$ cat src/rtl/rr_arbiter4.sv
// Four-requester round-robin arbiter with a registered one-hot grant, grant hold
// until release, and an optional MAX_HOLD limit on consecutive grant cycles.
module rr_arbiter4 #(
    parameter int MAX_HOLD = 8
) (
    input  logic       clk,
    input  logic       rst_n,
    input  logic [3:0] req,
    output logic [3:0] gnt,
    output logic [1:0] gnt_id,
    output logic       gnt_valid,
    output logic       expire
);

    localparam int HW = (MAX_HOLD < 1) ? 1 : $clog2(MAX_HOLD + 1);
    localparam logic [HW-1:0] LIMIT = HW'(MAX_HOLD);

    typedef enum logic {
        IDLE  = 1'b0,
        GRANT = 1'b1
    } state_t;

    state_t          r_state;
    state_t          w_state_nxt;
    logic [1:0]      r_ptr;
    logic [1:0]      w_ptr_nxt;
    logic [1:0]      r_owner;
    logic [1:0]      w_owner_nxt;
    logic [HW-1:0]   r_hold_cnt;
    logic [HW-1:0]   w_hold_cnt_nxt;
    logic [3:0]      r_gnt;
    logic [3:0]      w_gnt_nxt;
    logic [1:0]      r_gnt_id;
    logic [1:0]      w_gnt_id_nxt;
    logic            r_gnt_valid;
    logic            w_gnt_valid_nxt;
    logic            r_expire;
    logic            w_expire_nxt;
    logic [1:0]      w_winner;

    function automatic logic [HW-1:0] sat_inc(input logic [HW-1:0] v);
        return (v == {HW{1'b1}}) ? v : v + 1'b1;
    endfunction

    // Lowest set bit of req rotated right by the pointer, mapped back to a requester index.
    function automatic logic [1:0] rr_pick(input logic [3:0] r, input logic [1:0] p);
        logic [7:0] dbl;
        logic [3:0] rot;
        logic [1:0] pos;
        dbl = {r, r} >> p;
        rot = dbl[3:0];
        pos = 2'd0;
        for (int i = 3; i >= 0; i--) begin
            if (rot[i]) pos = 2'(i);
        end
        return pos + p;
    endfunction

    assign w_winner = rr_pick(req, r_ptr);

    always_comb begin
        w_state_nxt     = r_state;
        w_ptr_nxt       = r_ptr;
        w_owner_nxt     = r_owner;
        w_hold_cnt_nxt  = r_hold_cnt;
        w_gnt_nxt       = r_gnt;
        w_gnt_id_nxt    = r_gnt_id;
        w_gnt_valid_nxt = r_gnt_valid;
        w_expire_nxt    = 1'b0;
        case (r_state)
            IDLE: begin
                if (|req) begin
                    w_state_nxt     = GRANT;
                    w_owner_nxt     = w_winner;
                    w_gnt_nxt       = 4'b0001 << w_winner;
                    w_gnt_id_nxt    = w_winner;
                    w_gnt_valid_nxt = 1'b1;
                    w_hold_cnt_nxt  = HW'(1);
                    w_ptr_nxt       = w_winner + 2'd1;
                end
            end
            GRANT: begin
                // Voluntary release is tested first so it masks a coincident expiry.
                if (!req[r_owner]) begin
                    w_state_nxt     = IDLE;
                    w_gnt_nxt       = 4'b0000;
                    w_gnt_id_nxt    = 2'd0;
                    w_gnt_valid_nxt = 1'b0;
                end else if ((MAX_HOLD != 0) && (r_hold_cnt == LIMIT)) begin
                    w_state_nxt     = IDLE;
                    w_gnt_nxt       = 4'b0000;
                    w_gnt_id_nxt    = 2'd0;
                    w_gnt_valid_nxt = 1'b0;
                    w_expire_nxt    = 1'b1;
                end else begin
                    w_hold_cnt_nxt  = sat_inc(r_hold_cnt);
                end
            end
            default: begin
                w_state_nxt     = IDLE;
                w_gnt_nxt       = 4'b0000;
                w_gnt_id_nxt    = 2'd0;
                w_gnt_valid_nxt = 1'b0;
            end
        endcase
    end

    always_ff @(posedge clk) begin
        if (!rst_n) begin
            r_state     <= IDLE;
            r_ptr       <= 2'd0;
            r_owner     <= 2'd0;
            r_hold_cnt  <= '0;
            r_gnt       <= 4'b0000;
            r_gnt_id    <= 2'd0;
            r_gnt_valid <= 1'b0;
            r_expire    <= 1'b0;
        end else begin
            r_state     <= w_state_nxt;
            r_ptr       <= w_ptr_nxt;
            r_owner     <= w_owner_nxt;
            r_hold_cnt  <= w_hold_cnt_nxt;
            r_gnt       <= w_gnt_nxt;
            r_gnt_id    <= w_gnt_id_nxt;
            r_gnt_valid <= w_gnt_valid_nxt;
            r_expire    <= w_expire_nxt;
        end
    end

    assign gnt       = r_gnt;
    assign gnt_id    = r_gnt_id;
    assign gnt_valid = r_gnt_valid;
    assign expire    = r_expire;

endmodule
$ cat config.mk
export PLATFORM = sky130hd
export DESIGN_NAME = rr_arbiter4
export DESIGN_NICKNAME = d
export VERILOG_FILES = /design/src/rtl/rr_arbiter4.sv
export SDC_FILE = /design/constraint.sdc
export NUM_CORES = 1
export LEC_CHECK = 0
export CORE_ASPECT_RATIO = 0.8
export CORE_MARGIN = 10
export CORE_UTILIZATION = 52
export CTS_CLUSTER_SIZE = 16
export DETAILED_ROUTE_END_ITERATION = 16
export MAX_ROUTING_LAYER = met4
export PLACE_DENSITY = 0.78
export SLEW_MARGIN = 0
export SYNTH_ARGS = -nofsm -noshare
export SYNTH_HDL_FRONTEND = slang
export SYNTH_SLANG_ARGS = --single-unit
$ cat constraint.sdc
create_clock -name clk -period 2.55 [get_ports clk]
set_clock_uncertainty 0.2 [all_clocks]
set_input_delay 0.3825 -clock clk [delete_from_list [all_inputs] [get_ports clk]]
set_output_delay 0.3825 -clock clk [all_outputs]
set_load 0.01 [all_outputs]
; ---- Word level (Yosys, flattened, before mapping)
; Index checks and enable logic that the tools add are counted.
[op_classes]
addsub = 3
order_cmp = 1
eq_ne = 7
n_shift = 2
mux = 28
n_bitwise = 1
n_reduce_logical = 5
[ops]
columns = operator, n
row1 = $mux 4, 7
row2 = $pmux 4 s2, 2
row3 = $mux 2, 7
row4 = $eq 4x4->1 const B, 2
row5 = $mux 1, 8
row6 = $shr 8x2->4, 1
row7 = $ne 2x2->1 const B, 3
row8 = $add 4x1->4 const B, 1
row9 = $pmux 1 s2, 2
row10 = $pmux 2 s2, 1
row11 = $reduce_and 2->1, 2
row12 = $reduce_and 4->1, 1
row13 = $reduce_or 4->1, 1
row14 = $shl 1x2->4 const A, 1
row15 = $lt 2x3->1 const B, 1
row16 = $ne 3x2->1 const B, 1
row17 = $reduce_and 3->1, 1
row18 = $add 2x1->2 const B, 1
row19 = $add 2x2->2, 1
row20 = $bmux 1 s2, 1
row21 = $ne 2x1->1 const B, 1
row22 = $not 1->1, 1
[word_totals]
ff_bits = 17
inputBits = 6
word_cells = 55

; ---- Longest topological paths before layout
[depth]
depth_word = 9
depth_mapped = 10
ltp_nobuf = 9

; ---- Least setup slack after synthesis
; Ideal clock, no wire load.
[synth_timing]
path_type = input to register
start = input req[0]
end = register r_ptr[1]
arrival_time_ps = 1910
setup_slack_ps = 322
stages = 8
cell_sequence = buf_6 > or4_1 > o2111ai_1 > ha_1 > xor2_1 > xnor2_1 > nand2_1 > mux2i_1
[synth_between]
elab_chain_cells = 7
[synth_lines]
columns = element, line_no
row1 = start: declaration, 8  ; input logic [3:0] req,
row2 = $shr 8x2->4 *, 50  ; dbl = {r, r} >> p;
row3 = $mux 2 (3 in series), 54  ; if (rot[i]) pos = 2'(i);
row4 = $mux 2 *, 54
row5 = $add 2x2->2 *, 56  ; return pos + p;
row6 = via w_winner[0], 39  ; logic [1:0] w_winner;
row7 = $add 2x1->2 *, 79  ; w_ptr_nxt = w_winner + 2'd1;
row8 = end signal: assignment, 120  ; r_ptr <= w_ptr_nxt;
row9 = end: declaration, 25  ; logic [1:0] r_ptr;
; Mark *: on every way through the listed nets, which the timed path passes. The rest lies on a longest branch.
; A chain may end at the register's enable or synchronous reset.

; ---- Worst setup path after layout
[layout_timing]
start = input req[2]
end = register r_ptr[1]
; Same word-level chain as after synthesis.

==> results.toml <==
[run_status]
result_of_the_run = "complete, no violations"

[yosys]
netlist.top_cell.by_area = "sky130_fd_sc_hd__dfxtp_1"
post-synth-top-count-cell = "sky130_fd_sc_hd__dfxtp_1"
syn-num-nets = 122
sequential_cell_area_fraction_in_the_yosys_report_pct = 35.6
synth.top_cells.by_area = "sky130_fd_sc_hd__dfxtp_1, sky130_fd_sc_hd__nand3_1, sky130_fd_sc_hd__nand2_1, sky130_fd_sc_hd__ha_1, sky130_fd_sc_hd__nor2_1"
synth_largest_type_area_fraction_pct = 35.6
synth_enable_flop_cells = 0
netlist_top_cells_count = "sky130_fd_sc_hd__dfxtp_1, sky130_fd_sc_hd__nand2_1, sky130_fd_sc_hd__nand3_1, sky130_fd_sc_hd__nor2_1"
synthCells = 113
ys_async_sr_fraction_pct = 0
synth_cell_type_count = 37
number_of_warning_messages_in_the_yosys_log = 0
syn_area_per_cell_um2 = 8.47
summed_instance_area_of_the_synthesized_netlist_um2 = 957
synth_flop_cell = "sky130_fd_sc_hd__dfxtp_1"
total_of_flip_flops_plus_latches_after_synthesis = 17

[floorplan]
start_util_pct = 56.6
floorplan.die_area_um2 = 3970
io_pins = 14
fp.coreArea_um2 = 1690
floorplan.die.width_um = 68.0
die-height_um = 58.4
std_cell_rows = 13

[setup_path]
cp_cell_sequence = "clkdlybuf4s50_1 > or4_1 > o2111ai_1 > ha_1 > xor2_1 > xnor2_1 > nand2_1 > mux2i_1"
timing.critical_path.fanout_max = 5
setup.worst_path.start_class = "input pin"
required_ns = 2.54
worst_path_largest_cell_delay_ns = 0.49
timing.critical_path.arrival_ns = 2.28
critical_path.endpoint = "r_ptr[1]"
setup.reg_to_reg.worst_slack_ns = 0.35
endpoint_kind = "flip-flop"
timing_worst_setup_path_type = "input pin to flip-flop"
regToRegStartpoint = "r_ptr[0]"
crit-reg2reg-capture = "r_ptr[1]"
cp-startpoint = "req[2]"
ff2ff_path_depth = 7
critical_path.slowest_cell = "sky130_fd_sc_hd__or4_1"

[global_route]
globalRoute.totalOverflow = 0
via_count_of_the_first_global_routing_pass = 785
gr-usage-all-layers_pct = 11.3
wire_length_of_the_first_global_routing_pass_mm = 3.47
grt_max_degree = 14
grt_antenna_before_repair = 0

[placement]
portBuffers = 13
place_area_um2 = 1120
detailedPlace.worstSlack_ns = -0.0555
dpl.cell_count = 149
hpwlAfterDp_mm = 1.59
routabilityCongestion = 0.870

[cts]
h_tree_level_count = 1
post_cts_buffers = 0
cts_hold_buf = 0
clock_sinks = 17
numCtsBuffers = 3
buffers_from_clock_root_to_sink_at_most = 2
clock-root-buffer = "sky130_fd_sc_hd__clkbuf_4"
clkLatencyLatePin_ns = 0.29
cts_tree = "built"
cts_resized = 0
clk_pin_slew_worst_paths_ns = 0.10

[routing]
final_wl_mm = 1.96
wl_per_cell_um = 12.8
drtAntennaViolNets = 0
vias = 848
vias_per_cell = 5.54
drt_pass1_iterations = 4
violation_count_after_the_first_detailed_routing_iteration = 41
post_route_drc_violation_count = 0

[sta]
slew_violations = 0
setup_viol = 0
rsz0062_at_grt = "no"
maxSlewHeadroom_pct = 68.4
final.setup.tns_ns = 0
timing_worst_slew_pin_value_ns = 0.472
hold_violations = 0
setup_slack_ns = 0.259
layout_worst_path_cycle_share_pct = 89.8
max_clock_freq_mhz = 437
final.min_clock_period_ns = 2.29

[layout]
design.final.nets = 141
number_of_antenna_cells_inserted = 0
layout-drive-gt1-share_pct = 17.6
layoutNonFillerInstCount = 153
finish.instance_area_um2 = 1150
final_core_utilization_pct = 68.0
area_delta_synth_final_pct = 20.3

[pwr]
worst_ir_drop_vdd_mv = 0.503
internal_power_mw = 0.588
power_switching_share_pct = 35.8
clk_network_pwr_share_pct = 15.6
total_switching_power_mw = 0.327
power.density_cell_area_nw_per_um2 = 795
pwr-share-comb_pct = 43.2
seq_power_share_pct = 41.3
leakage_nw = 0.459

[run]
drv.max_cap_violation_count = 0

[min_path]
hold_path.class = "flip-flop to flip-flop"
==> through the flow <==
stage | total power [mW] | hold WS [ns]
after global placement | 0.770 | 0.247
after CTS | 0.920 | 0.265
after global routing | 0.987 | 0.290
final | 0.916 | 0.261
after detailed placement | 0.780 | 0.251
after floorplan | 0.649 | 0.249
==> registers in the layout, summed over array words and instances (netlist names) <==
register and cells:
expire 1, gnt 4, gnt_id 2, gnt_valid 1
r_hold_cnt 4, r_owner 2, r_ptr 2, r_state 1
==> layout by cell type, fill, tap and decap left out, types with 4 or more instances in the layout <==
cell                              netlist  final
sky130_fd_sc_hd__dfxtp_1               17     17
sky130_fd_sc_hd__clkdlybuf4s50_1        0     13
sky130_fd_sc_hd__nand2_1               12     12
sky130_fd_sc_hd__nor2_1                10     10
sky130_fd_sc_hd__nand3_1               10     10
sky130_fd_sc_hd__buf_4                  0      8
sky130_fd_sc_hd__a21oi_1                5      5
sky130_fd_sc_hd__inv_1                  5      5
sky130_fd_sc_hd__o21ai_2                4      4
sky130_fd_sc_hd__a21boi_0               4      4
==> worst max-delay path, delay by kind of cell <==
| family | cells | cell delay (ns) |
|---|---|---|
| muxes | 1 | 0.15 |
| AOI/OAI and AO/OA | 1 | 0.11 |
| buffers and inverters | 1 | 0.47 |
| xor gates and xnor gates | 2 | 0.31 |
| adders and majority gates | 1 | 0.28 |
| and+or+nand+nor | 2 | 0.58 |
==> per-layer routing <==
metal	part of all wire [%]	wire, um	GRT usage [%]
met1	51	999	14.4
met2	41	800	15.6
met5	0	0	-
met3	7.4	146	4.91
met4	0.76	15	3.44
==> power groups by stage <==
stage / logic [mW] / clock network [mW] / registers [mW]
2_1_floorplan: 0.270 / 0 / 0.379
3_3_place_gp: 0.389 / 0 / 0.380
3_5_place_dp: 0.396 / 0 / 0.383
4_1_cts: 0.399 / 0.144 / 0.377
5_1_grt: 0.440 / 0.159 / 0.387
6_report: 0.395 / 0.142 / 0.378
==> worst min path at each step <==
| stage | slack, ns | from | to | cells after the start |
|---|---|---|---|---|
| 2_1_floorplan | 0.25 | r_owner[0] | r_owner[0] | 2 |
| 3_3_place_gp | 0.25 | gnt[1] | gnt[1] | 2 |
| 3_5_place_dp | 0.25 | gnt[0] | gnt[0] | 2 |
| 4_1_cts | 0.26 | gnt[0] | gnt[0] | 2 |
| 5_1_grt | 0.29 | gnt[0] | gnt[0] | 2 |
| 6_report | 0.26 | gnt[0] | gnt[0] | 2 |
==> cells by family after synthesis <==
family / synth area share [%]
AND/OR/NAND/NOR: 26.5
AO/OA/AOI/OAI: 19.6
flip-flops: 35.6
buffers and inverters: 7.32
XOR/XNOR: 3.66
adder cells (fa/ha/maj): 3.92
multiplexers: 3.40
==> cell type report <==
cell class,instances,area [um^2]
Clock buffer,3,22.5
Clock inverter,1,5.00
Fill cell,147,541
Inverter,5,18.8
Multi-Input combinational cell,84,547
Sequential cell,17,340
Tap cell,22,27.5
Timing Repair Buffer,21,190
(Power assumes the default switching activity.)
